## src/rtl/bus_txn_arbiter.sv

```systemverilog
// Four-master round-robin bus arbiter with access tracking, owner lock and one dead cycle per handover.
// Optional hold limit (forced handover after HOLD_MAX contended cycles) is enabled by BUS_ARB_HOLD_LIMIT_EN.
module bus_txn_arbiter #(
  parameter int HOLD_MAX = 16,
  parameter int HOLD_W   = 8
) (
  input  logic       clk,
  input  logic       reset,
  input  logic [3:0] m_req_n_i,
  input  logic [3:0] m_lock_n_i,
  input  logic       bus_as_n_i,
  input  logic       bus_rdy_n_i,
  output logic [3:0] m_grnt_n_o,
  output logic [1:0] owner_o,
  output logic       arb_busy_o,
  output logic       hold_expire_o
);

  typedef enum logic [1:0] {
    IDLE     = 2'd0,
    ACCESS   = 2'd1,
    HANDOVER = 2'd2
  } state_e;

  if (HOLD_MAX < 1 || HOLD_MAX > 255 || HOLD_MAX > (2 ** HOLD_W) - 1) begin : gBadCfg
    $error("bus_txn_arbiter: HOLD_MAX must be 1..255 and fit in HOLD_W bits");
  end

  state_e     state_q;
  logic [1:0] owner_q;
  logic [1:0] next_q;
  logic [3:0] grant_q;
  logic       busy_q;

  logic [1:0] nextOwner_d;
  logic [1:0] cand;
  logic       ownerReq;
  logic       ownerLock;
  logic       otherReq;
  logic       forceDue;
  logic       handoverGo;

  assign ownerReq  = !m_req_n_i[owner_q];
  assign ownerLock = !m_lock_n_i[owner_q];

  // Nearest requester after the owner wins, so scan from the far end and let closer hits overwrite.
  always_comb begin
    nextOwner_d = owner_q;
    otherReq    = 1'b0;
    cand        = owner_q;
    for (int k = 3; k >= 1; k--) begin
      cand = owner_q + 2'(k);
      if (!m_req_n_i[cand]) begin
        nextOwner_d = cand;
        otherReq    = 1'b1;
      end
    end
  end

`ifdef BUS_ARB_HOLD_LIMIT_EN
  logic [HOLD_W-1:0] holdCnt_q;
  logic [HOLD_W-1:0] holdCnt_d;
  logic              expire_q;
  logic              contended;

  assign contended = ownerReq && otherReq && !ownerLock;
  assign forceDue  = (holdCnt_q == HOLD_W'(HOLD_MAX));

  always_comb begin
    holdCnt_d = '0;
    if (state_q != HANDOVER && contended) begin
      holdCnt_d = forceDue ? holdCnt_q : holdCnt_q + 1'b1;
    end
  end

  assign hold_expire_o = expire_q;
`else
  assign forceDue      = 1'b0;
  assign hold_expire_o = 1'b0;
`endif

  // Handover is only considered between accesses; a zero-wait or starting access always wins.
  assign handoverGo = bus_as_n_i && !ownerLock && otherReq && (!ownerReq || forceDue);

  always_ff @(posedge clk) begin
    if (reset) begin
      state_q <= IDLE;
      owner_q <= 2'd0;
      next_q  <= 2'd0;
      grant_q <= 4'b1110;
      busy_q  <= 1'b0;
`ifdef BUS_ARB_HOLD_LIMIT_EN
      holdCnt_q <= '0;
      expire_q  <= 1'b0;
`endif
    end else begin
`ifdef BUS_ARB_HOLD_LIMIT_EN
      holdCnt_q <= holdCnt_d;
      expire_q  <= 1'b0;
`endif
      unique case (state_q)
        IDLE: begin
          if (!bus_as_n_i && bus_rdy_n_i) begin
            state_q <= ACCESS;
            busy_q  <= 1'b1;
          end else if (handoverGo) begin
            state_q <= HANDOVER;
            grant_q <= 4'b1111;
            next_q  <= nextOwner_d;
`ifdef BUS_ARB_HOLD_LIMIT_EN
            holdCnt_q <= '0;
            expire_q  <= ownerReq;
`endif
          end
        end
        ACCESS: begin
          if (!bus_rdy_n_i) begin
            state_q <= IDLE;
            busy_q  <= 1'b0;
          end
        end
        HANDOVER: begin
          state_q <= IDLE;
          owner_q <= next_q;
          grant_q <= ~(4'b0001 << next_q);
        end
        default: begin
          state_q <= IDLE;
        end
      endcase
    end
  end

  assign m_grnt_n_o = grant_q;
  assign owner_o    = owner_q;
  assign arb_busy_o = busy_q;

endmodule

```

## config.mk

```make
export PLATFORM = sky130hd
export DESIGN_NAME = bus_txn_arbiter
export DESIGN_NICKNAME = d
export VERILOG_FILES = /design/src/rtl/bus_txn_arbiter.sv
export SDC_FILE = /design/constraint.sdc
export NUM_CORES = 1
export LEC_CHECK = 0
export ABC_AREA = 1
export BUFFER_PORTS_ARGS = -buffer_cell sky130_fd_sc_hd__buf_2
export CORE_ASPECT_RATIO = 0.5
export CORE_UTILIZATION = 23
export CTS_BUF_LIST = sky130_fd_sc_hd__clkbuf_2
export CTS_CLUSTER_DIAMETER = 150
export DETAILED_ROUTE_END_ITERATION = 6
export MAX_ROUTING_LAYER = met4
export SLEW_MARGIN = 25
export SYNTH_ARGS = -nofsm -noshare
export SYNTH_HDL_FRONTEND = slang
export SYNTH_SLANG_ARGS = --single-unit
```

## constraint.sdc

```tcl
create_clock -name clk -period 2.97 [get_ports clk]
set_input_delay 0.1485 -clock clk [delete_from_list [all_inputs] [get_ports clk]]
set_output_delay 0.1485 -clock clk [all_outputs]
set_load 0.03 [all_outputs]
```

==> qor.yml <==
routing:
  wire_per_inst_um: 9.01
  routed_via_density: 4.31
  dr.pass1.iters: 5
  final_antenna_net_count: 0
  vias: 810
  drtIter0Drc: 40
  drc: 0
  wirelength_um: 1690
power:
  p_total_mw: 0.349
  peakVddDrop_mv: 0.110
  p_leak_nw: 0.485
  cellPowerDensity_nw_per_um2: 384
placement:
  dp_hpwl_um: 1330
  place_congestion: 0.782
  placedCellCount: 184
  portBuffers: 18
yosys:
  syn-cell-area_um2: 778
  syn_inst: 129
  syn-num-nets: 141
  synth_area_leader_cell: "dfxtp_1"
  synthArstFlopShare_pct: 0
  syn_area_per_cell_um2: 6.03
  synth_edf_count: 0
  yosys_register_bits: 11
  synth_most_common_cell: "nand2_1"
  yosys.cell_types.count: 19
  synth_ff_type: "dfxtp_1"
  yosys_warnings: 0
  synth_area_leaders: "dfxtp_1 (28%), nand2_1 (23%), nand3_1 (11%), inv_1 (6.8%), nor2_1 (5.3%)"
  yosysTopAreaCellShare_pct: 28.3
  synthTopCellsByCount: "nand2_1 (48), nand3_1 (17), inv_1 (14)"
  yosysSeqAreaShare_pct: 28.3
clock_tree:
  cts_buffers: 3
  clock_tree.buffer_depth: 2
  cts-root-buf: "clkbuf_2"
  ctsResizeCount: 0
  cts_tree: "yes"
  cts_num_sinks: 11
  holdBufCountCts: 0
  postCtsSetupBuffers: 0
  clk_pin_slew_ns: 0.10
  htreeDepth: 1
  insertion_delay_ns: 0.25
timing:
  period_share_pct: 58.2
  setup-tns-final_ns: 0
  skew_ns: 0.000410
  finalHoldViolations: 0
  fin_crit_ns: 1.73
  setup-violations-final: 0
  rsz0062_at_grt: "false"
  clock.fmax_ghz: 0.578
  slew_viol_final: 0
critical_path:
  crit_path_end_kind: "flip-flop"
  ff2ff_path_depth: 11
  worstSetupStartpoint: "owner_o[0]"
  worstSetupPathType: "reg -> reg"
  cp.arrival_ns: 1.87
  endpoint: "m_grnt_n_o[1]"
  reg2reg_setup_slack_ns: 1.24
  crit_required_ns: 3.12
  r2r_start: "owner_o[0]"
  r2r_end: "m_grnt_n_o[1]"
  setup.worst_path.start_class: "flip-flop"
  cp_max_fo: 13
floorplan:
  ioPinCount: 20
  die_area_um2: 3630
  die_x_um: 84.3
  die-height_um: 43.1
  core_um2: 3120
  fp-row-count: 14
  initial_core_util_pct: 25.0
global_routing:
  grt_start_max_net_pins: 14
  antenna_found_initial: 0
  grt_pass1_vias: 736
  grt_pass1_wl_um: 3010
  grtUsageTotal_pct: 10.9
  grt.overflow.total: 0
min_path:
  worstHoldPathCells: 2
  hp-class: "in -> reg"
finish:
  diodes: 0
  syn_to_final_growth_pct: 16.7
  nets: 161
  layout-drive-gt1-share_pct: 25.0
  instances_no_fill: 188
  postLayoutCoreUtil_pct: 29.1
run_status:
  status: "completed"
job:
  cap_viol_max_count: 0
[state kept, by name, summed over array words and instances (netlist names)]
name,flops
m_grnt_n_o,4
owner_o,2
state_q,2
arb_busy_o,1
next_q,2
[where the power goes]
part / switching, mW / internal (mW)
registers: 0.00742 / 0.158
logic: 0.0649 / 0.0342
clock network: 0.0483 / 0.0358
total: 0.121 / 0.228
[per-layer routing]
metal  wire [um]  global-route usage (%)
met4          37                    6.55
met5           0                       -
met1         826                    12.7
met3          36                    1.75
met2         792                    18.2
[critical path: stages, from the launching register on]
cell and delay, ns:
dfxtp_1 0.64, inv_2 0.19, nand2_1 0.12, nand2_1 0.05, nand2_1 0.06, nand2_2 0.08
nand2_2 0.08, nand3_2 0.08, nand2_2 0.12, nand2_4 0.07, nand2_1 0.06, nand3_1 0.06
[logic make-up after synthesis]
family | Yosys count | share of synthesized area [%]
buffers and inverters | 19 | 11.6
AND/OR/NAND/NOR | 89 | 52.4
other | 1 | 0.482
flip-flops | 11 | 28.3
AO/OA/AOI/OAI | 9 | 7.23
[worst min-delay path by stage]
stage	slack, ns	startpoint	to
global placement	0.41	reset	state_q[0]
CTS	0.13	reset	arb_busy_o
finish	0.14	reset	arb_busy_o
floorplan	0.22	reset	arb_busy_o
detailed placement	0.41	reset	arb_busy_o
global route	0.13	reset	state_q[1]
[stage by stage]
stage / setup WS [ns] / instance area (um^2) / hold WS [ns]
final: 1.24 / 908 / 0.143
after global routing: 1.04 / 908 / 0.133
after CTS: 1.23 / 908 / 0.130
after detailed placement: 1.24 / 888 / 0.406
after global placement: 1.29 / 888 / 0.408
after floorplan: 1.49 / 778 / 0.218
[placed cells by master (no fill, tap or decap), types with 4 or more instances in the layout]
| cell | Yosys | routed |
|---|---|---|
| inv_1 | 14 | 14 |
| nand2_2 | 6 | 6 |
| nand2_1 | 48 | 48 |
| a21oi_1 | 5 | 5 |
| clkbuf_2 | 0 | 4 |
| buf_2 | 0 | 18 |
| nor2_1 | 11 | 11 |
| nand3_1 | 17 | 17 |
| dfxtp_1 | 11 | 11 |
[cell type report]
type / instances / area [um^2]
fill: 352 / 2210
multi-input combinational: 99 / 468
sequential: 11 / 220
timing repair buffer: 18 / 90.1
inverter: 16 / 60.1
tap: 40 / 50.0
clock buffer: 4 / 20.0
No activity file was read; power rests on OpenSTA's default activity.
